<file path="src/rtl/piso_tx_shifter_pkg.sv">
// Shared types and helpers for the PISO serial transmitter.
package piso_pkg;

  typedef enum logic {IDLE, SHIFT} piso_state_t;

  // The counter is always at least one bit wide, even for single-bit words.
  function automatic int cnt_w(input int width);
    return (width <= 2) ? 1 : $clog2(width);
  endfunction

endpackage

</file>
<file path="src/rtl/piso_tx_shifter_if.sv">
// Load handshake and serial-side signals of the PISO transmitter.
interface piso_tx_shifter_if #(parameter int WIDTH = 8);

  logic [WIDTH-1:0] load_data;
  logic             load_valid;
  logic             load_ready;
  logic             shift_en;
  logic             sd;
  logic             sd_valid;
  logic             sd_first;
  logic             sd_last;
  logic             busy;

  modport slave (
    input  load_data, load_valid, shift_en,
    output load_ready, sd, sd_valid, sd_first, sd_last, busy
  );

  modport master (
    output load_data, load_valid, shift_en,
    input  load_ready, sd, sd_valid, sd_first, sd_last, busy
  );

endinterface

</file>
<file path="src/rtl/piso_tx_shifter_bit_counter.sv">
// Bit-position counter: synchronous clear, enable, terminal count at WIDTH-1.
module piso_bit_counter
  import piso_pkg::*;
#(
  parameter int WIDTH = 8,
  parameter int CW    = cnt_w(WIDTH)
) (
  input  logic          clk,
  input  logic          res,
  input  logic          clear,
  input  logic          enable,
  output logic [CW-1:0] cnt,
  output logic          tc
);

  localparam logic [CW-1:0] TC_VAL = CW'(WIDTH - 1);

  logic [CW-1:0] cnt_q;
  logic [CW-1:0] cnt_d;

  // Saturates at the terminal count; never wraps on its own.
  always_comb begin
    cnt_d = cnt_q;
    if (clear) begin
      cnt_d = '0;
    end else if (enable && (cnt_q != TC_VAL)) begin
      cnt_d = cnt_q + CW'(1);
    end
  end

  always_ff @(posedge clk or negedge res) begin
    if (!res) begin
      cnt_q <= '0;
    end else begin
      cnt_q <= cnt_d;
    end
  end

  assign cnt = cnt_q;
  assign tc  = (cnt_q == TC_VAL);

endmodule

</file>
<file path="src/rtl/piso_tx_shifter.sv">
// Parallel-in/serial-out transmitter with valid/ready load and first/last strobes.
//   state | meaning
//   IDLE  | no frame on sd; ready to accept a word
//   SHIFT | driving frame bits; cnt = index of bit currently on sd
module piso_tx_shifter
  import piso_pkg::*;
#(
  parameter int WIDTH     = 8,
  parameter int MSB_FIRST = 1
) (
  input  logic               clk,
  input  logic               res,
  piso_tx_shifter_if.slave   bus
);

  localparam int CW = cnt_w(WIDTH);

  piso_state_t      state_q;
  piso_state_t      state_d;
  logic [WIDTH-1:0] shreg_q;
  logic [WIDTH-1:0] shreg_d;

  logic [CW-1:0]    cnt;
  logic             tc;
  logic             cnt_clear;
  logic             cnt_en;
  logic             last_en;
  logic             load_ready;
  logic             accept;
  logic             sd_bit;

  piso_bit_counter #(
    .WIDTH (WIDTH),
    .CW    (CW)
  ) u_bit_counter (
    .clk    (clk),
    .res    (res),
    .clear  (cnt_clear),
    .enable (cnt_en),
    .cnt    (cnt),
    .tc     (tc)
  );

  // Ready also opens on the last enabled bit so frames can run back-to-back.
  assign last_en    = (state_q == SHIFT) && tc && bus.shift_en;
  assign load_ready = (state_q == IDLE) || last_en;
  assign accept     = bus.load_valid && load_ready;

  always_comb begin
    state_d   = state_q;
    shreg_d   = shreg_q;
    cnt_clear = 1'b0;
    cnt_en    = 1'b0;
    case (state_q)
      IDLE: begin
        if (accept) begin
          shreg_d   = bus.load_data;
          cnt_clear = 1'b1;
          state_d   = SHIFT;
        end
      end
      SHIFT: begin
        if (bus.shift_en) begin
          if (tc) begin
            cnt_clear = 1'b1;
            if (accept) begin
              shreg_d = bus.load_data;
            end else begin
              shreg_d = '0;
              state_d = IDLE;
            end
          end else begin
            cnt_en  = 1'b1;
            shreg_d = (MSB_FIRST != 0) ? (shreg_q << 1) : (shreg_q >> 1);
          end
        end
      end
    endcase
  end

  always_ff @(posedge clk or negedge res) begin
    if (!res) begin
      state_q <= IDLE;
      shreg_q <= '0;
    end else begin
      state_q <= state_d;
      shreg_q <= shreg_d;
    end
  end

  assign sd_bit         = (MSB_FIRST != 0) ? shreg_q[WIDTH-1] : shreg_q[0];
  assign bus.load_ready = load_ready;
  assign bus.sd         = (state_q == SHIFT) ? sd_bit : 1'b0;
  assign bus.sd_valid   = (state_q == SHIFT);
  assign bus.busy       = (state_q == SHIFT);
  assign bus.sd_first   = (state_q == SHIFT) && (cnt == '0);
  assign bus.sd_last    = (state_q == SHIFT) && tc;

endmodule

</file>
<file path="src/flat_wrapper.sv">
// flat-port wrapper written by rule: the top's interface ports become plain ports
module piso_tx_shifter_flat import piso_pkg::*;
#(
  parameter int WIDTH     = 8,
  parameter int MSB_FIRST = 1
)
  (clk, res, bus_load_data, bus_load_valid, bus_shift_en, bus_load_ready, bus_sd, bus_sd_valid, bus_sd_first, bus_sd_last, bus_busy);
  piso_tx_shifter_if #(.WIDTH(WIDTH)) bus_i ();
  input  logic clk;
  input  logic res;
  input wire logic [$bits(bus_i.load_data)-1:0] bus_load_data;
  input wire logic [$bits(bus_i.load_valid)-1:0] bus_load_valid;
  input wire logic [$bits(bus_i.shift_en)-1:0] bus_shift_en;
  output wire logic [$bits(bus_i.load_ready)-1:0] bus_load_ready;
  output wire logic [$bits(bus_i.sd)-1:0] bus_sd;
  output wire logic [$bits(bus_i.sd_valid)-1:0] bus_sd_valid;
  output wire logic [$bits(bus_i.sd_first)-1:0] bus_sd_first;
  output wire logic [$bits(bus_i.sd_last)-1:0] bus_sd_last;
  output wire logic [$bits(bus_i.busy)-1:0] bus_busy;
  assign bus_i.load_data = bus_load_data;
  assign bus_i.load_valid = bus_load_valid;
  assign bus_i.shift_en = bus_shift_en;
  assign bus_load_ready = bus_i.load_ready;
  assign bus_sd = bus_i.sd;
  assign bus_sd_valid = bus_i.sd_valid;
  assign bus_sd_first = bus_i.sd_first;
  assign bus_sd_last = bus_i.sd_last;
  assign bus_busy = bus_i.busy;
  piso_tx_shifter #(.WIDTH(WIDTH), .MSB_FIRST(MSB_FIRST)) u_core (.clk(clk), .res(res), .bus(bus_i));
endmodule
</file>
<file path="config.mk">
export PLATFORM = sky130hd
export DESIGN_NAME = piso_tx_shifter_flat
export DESIGN_NICKNAME = d
export VERILOG_FILES = /design/src/rtl/piso_tx_shifter_pkg.sv /design/src/rtl/piso_tx_shifter_if.sv /design/src/rtl/piso_tx_shifter_bit_counter.sv /design/src/rtl/piso_tx_shifter.sv /design/src/flat_wrapper.sv
export SDC_FILE = /design/constraint.sdc
export NUM_CORES = 1
export LEC_CHECK = 0
export BUFFER_PORTS_ARGS = -buffer_cell sky130_fd_sc_hd__buf_4
export CELL_PAD_IN_SITES_DETAIL_PLACEMENT = 0
export CELL_PAD_IN_SITES_GLOBAL_PLACEMENT = 1
export CORE_MARGIN = 5
export CORE_UTILIZATION = 39
export CTS_CLUSTER_DIAMETER = 60
export DETAILED_ROUTE_END_ITERATION = 10
export PLACE_DENSITY_LB_ADDON = 0.1
export RECOVER_POWER = 100
export SETUP_SLACK_MARGIN = 0.2
export SLEW_MARGIN = 20
export SYNTH_ARGS = -nofsm -noshare
export SYNTH_HDL_FRONTEND = slang
export SYNTH_SLANG_ARGS = --single-unit
</file>
<file path="constraint.sdc">
create_clock -name clk -period 3.2 [get_ports clk]
set_clock_uncertainty 0.1 [all_clocks]
set_input_delay 0.64 -clock clk [delete_from_list [all_inputs] [get_ports clk]]
set_output_delay 0.64 -clock clk [all_outputs]
set_load 0.005 [all_outputs]
</file>
# --- After elaboration in Yosys (flattened, before gate mapping) ---
# Index checks and enable logic that the tools add are counted.
totals:
  register_bits: 12
  in_bits: 12
  out_inout_bits: 6
  word_cells: 36
op_classes:
  add_sub_neg: 1
  eq_ne: 4
  mux: 18
  bitwise: 1
  n_reduce_logical: 9
op_table:
  columns: ["op", "count"]
  rows:
  - ["$mux 8", 4]
  - ["$pmux 8 s2", 1]
  - ["$mux 1", 9]
  - ["$mux 3", 2]
  - ["$logic_and 1x1->1", 5]
  - ["$pmux 1 s2", 2]
  - ["$add 3x1->3 const B", 1]
  - ["$eq 3x3->1 const B", 1]
  - ["$logic_not 3->1", 1]
  - ["$ne 3x3->1 const B", 1]
  - ["$ne 2x1->1 const B", 1]
  - ["$ne 2x2->1 const B", 1]
  - ["$reduce_and 2->1", 1]
  - ["$reduce_bool 2->1", 1]
  - ["$logic_or 1x1->1", 1]
  - ["$not 1->1", 1]

# --- Longest topological paths before layout ---
logic_depth:
  word_depth: 9
  depth_mapped: 6
  depth_no_buf: 5

# --- Hierarchy ---
# A second synthesis with hierarchy kept.
hier_totals:
  hier_cells: 53
  hier_area_um2: 644.4
by_module_without_submodules:
  columns: ["module", "n_inst", "cells_each", "area_each_um2", "seq_area_each_um2"]
  rows:
  - ["piso_tx_shifter", 1, 38, 460.4, 225.2]
  - ["piso_bit_counter", 1, 15, 183.9, 75.1]

# --- Worst setup path after synthesis ---
# Ideal clock, no wire load.
synth_timing:
  path_kind: "flip-flop to output port"
  startpoint: "reg u_core.u_bit_counter.cnt_q[0], in the netlist u_core.u_bit_counter.cnt[0]"
  endpoint: "out bus_load_ready"
  arrival_time_ns: 0.996
  required_ns: 2.460
  path_slack_ns: 1.464
  path_stages_with_launch: 5
  n_path_buf: 0
  cell_sequence: "dfrtp_1 > ha_1 > ha_1 > a21boi_2 > inv_1"
synth_between:
  elab_chain_cells: 4
synth_rtl:
  columns: ["item", "line_no", "source"]
  rows:
  - ["start, declared", "piso_tx_shifter_bit_counter.sv:18", "logic [CW-1:0] cnt_q;"]
  - ["start signal, assigned", "piso_tx_shifter_bit_counter.sv:35", "cnt_q <= cnt_d;"]
  - ["$eq 3x3->1", "piso_tx_shifter_bit_counter.sv:40", "assign tc = (cnt_q == TC_VAL);"]
  - ["$logic_and 1x1->1 (2 in a row)", "piso_tx_shifter.sv:45", "assign last_en = (state_q == SHIFT) && tc && bus.shift_en;"]
  - ["$logic_or 1x1->1", "piso_tx_shifter.sv:46", "assign load_ready = (state_q == IDLE) || last_en;"]
  - ["end, declared", "flat_wrapper.sv:14", "output wire logic [$bits(bus_i.load_ready)-1:0] bus_load_ready;"]
# Every way passes these cells.

# --- Worst setup path after layout ---
# Ends and elaborated chain as after synthesis.

==> results.yml <==
run_status:
  outcome: "finished, final reports clean"
worst_setup_path:
  worst_setup_path_startpoint: "u_core.u_bit_counter.cnt[0]"
  timing.rr.start: "u_core.u_bit_counter.cnt[0]"
  crit_arrival_ps: 1590
  max_fanout_on_critical_path: 4
  path_class: "flip-flop to output pin"
  worst-endpoint-required_ps: 2460
  regToRegSetupSlack_ps: 1270
  sort_of_element_at_the_end_of_the_critical_path: "output pin"
  type_of_element_launching_the_critical_path: "flip-flop"
timing:
  finalSetupTns_ps: 0
  report.final.slew_viol_count: 0
  unrepaired_setup_endpoints_after_global_routing: "no"
  max_slew.worst_pin.slew_ps: 822
  fin_crit_ps: 2330
  finalHoldViolCount: 0
  setup_ws_ps: 870
  timing.fmax_mhz: 429
  max_slew_margin_pct: 43.7
  setup-violations-final: 0
  final_clock_period_utilization_by_the_worst_path_pct: 72.8
cts:
  cts_resized: 0
  cts.clk_slew.worst_paths_ps: 80
  cts_made_buffers: 3
  cts_htree_levels: 1
  clk_root_buffer_cell: "clkbuf_4"
  clock_tree.buffer_depth: 2
  worst_skew_pair.late_latency_ps: 270
  post_cts_buffers: 0
  numClockSinks: 12
  cts_hold_repair.buffers: 0
  cts_tree: "yes"
layout:
  count_of_nets_after_finishing: 88
  leading_cell_type_in_the_layout_fill_and_taps_excluded: "dfrtp_1"
  nFillCells: 146
  most_frequent_cells_in_the_layout: "dfrtp_1 (12), buf_4 (10), clkbuf_4 (8), and3_1 (7), a221o_1 (7)"
  synthToLayoutAreaGrowth_pct: 25.0
  antennaDiodeCount: 0
  layout-drive-gt1-share_pct: 29.2
synth:
  syn_nets: 69
  synth-seq-cells: 12
  synth_enable_flop_cells: 0
  synth_instances: 54
  synth.yosys.seq_area_share_pct: 50.0
  ys_warn_count: 0
  syn_area_um2: 601
  netlist-cell-type-count: 19
  ys_async_sr_fraction_pct: 100
  synth_top_flop_cell: "dfrtp_1"
  synth_area_per_cell_um2: 11.1
global_routing:
  grt_overall_usage_pct: 11.0
  wire_length_of_the_first_global_routing_pass_mm: 2.10
  grt-ovfl-total: 0
  grt_pass1_vias: 479
  maximum_number_of_pins_on_one_net_before_global_route_repair: 13
  antenna_found_initial: 0
routing:
  detail_route.iter0.violations: 7
  drtPass1Iterations: 4
  route.final.wire_length_mm: 1.26
  detailroute.via_count: 470
  post-route-drc-count: 0
  wl_per_cell_um: 14.3
  drtAntennaViolNets: 0
  routed_via_density: 5.34
job:
  maxCapViolations: 0
pwr:
  power_leakage_nw: 0.416
  cell_internal_power_uw: 356
  power_frac_seq_pct: 45.7
  switching_power_uw: 149
  power.density_nw_per_um2: 673
  combPwrFrac_pct: 30.6
  power.share.switching_pct: 29.6
  power.clock.fraction_pct: 23.7
  vdd_ir_drop_max_mv: 0.335
die:
  die_area_um2: 2420
  vert_die_dim_um: 49.2
  row_count: 14
  coreArea_um2: 1490
  initial_util_pct: 40.3
  ios: 18
  dieWidth_um: 49.2
placed_design:
  buffer_ports.inserted: 17
  gpl.final_weighted_congestion: 0.685
  dp_worst_setup_slack_ps: 1280
min_path:
  hold_path.class: "input pin to async pin"
-- power groups by stage --
stage	registers, mW	logic, mW	clock network (mW)
after floorplan	0.224	0.106	0
after global placement	0.233	0.160	0
after detailed placement	0.233	0.163	0
after CTS	0.231	0.164	0.123
after global routing	0.235	0.176	0.131
final	0.231	0.155	0.120
-- cell families (layout without fill, tap and decap cells) --
group	Yosys count	count (layout)	synth area share, %
fa+ha+maj	3	3	6.25
compound gates	11	11	16.7
buf+inv	6	24	5.62
simple gates	20	20	17.9
flops	12	12	50.0
mux	2	2	3.54
-- synthesized netlist by cell type (2+ instances only) --
cell type | n | area (um2)
and3_1 | 7 | 43.8
ha_1 | 3 | 37.5
and2_1 | 2 | 12.5
nor2b_1 | 2 | 12.5
a221o_1 | 7 | 70.1
inv_1 | 3 | 11.3
nand2_1 | 5 | 18.8
dfrtp_1 | 12 | 300
o21ai_0 | 2 | 10.0
nand3_1 | 2 | 10.0
-- layout make-up --
class / instances / area, um2 / area share (%)
inverters: 3 / 11.3 / 1.50
well taps: 16 / 20.0 / 2.67
multi-input cells: 36 / 263 / 35.0
clock buffers: 4 / 36.3 / 4.83
repair buffers: 17 / 120 / 16.0
flip-flops and latches: 12 / 300 / 40.0
-- final timing paths --
check | end | depth (start not counted)
worst max-delay path | bus_load_ready | 5
worst min-delay path | u_core.bus.busy | 1
worst max register to register | u_core.shreg_q[3] | 5
worst min register to register | u_core.shreg_q[0] | 1
max in group asynchronous | u_core.shreg_q[2] | 1
min in group clk | u_core.shreg_q[0] | 1
-- flip-flops by register name (all words and copies together) (netlist names) --
name / flops
u_core.bus.busy: 1
u_core.shreg_q: 8
u_core.u_bit_counter.cnt: 3
-- worst max-delay path: stages (launching register included) --
cell and delay, ps:
dfrtp_1 420, ha_1 210, ha_1 200, a21boi_0 290, inv_1 70, clkbuf_4 140
-- stage by stage --
step	power, mW	std cells	hold WS [ps]	area, um2	utilization [%]
finish	0.506	88	274	751	50.4
global route	0.543	88	326	751	50.4
detailed placement	0.396	84	373	726	48.7
floorplan	0.331	54	244	601	-
global placement	0.393	84	377	726	48.7
CTS	0.517	88	95.8	762	51.2
-- routing by layer --
layer	GRT usage, %	part of all wire [%]
met4	5.38	0
met5	0	0
met3	3.98	5.6
met1	13.0	46
met2	17.4	49
Power figures use the tool's default switching activity.
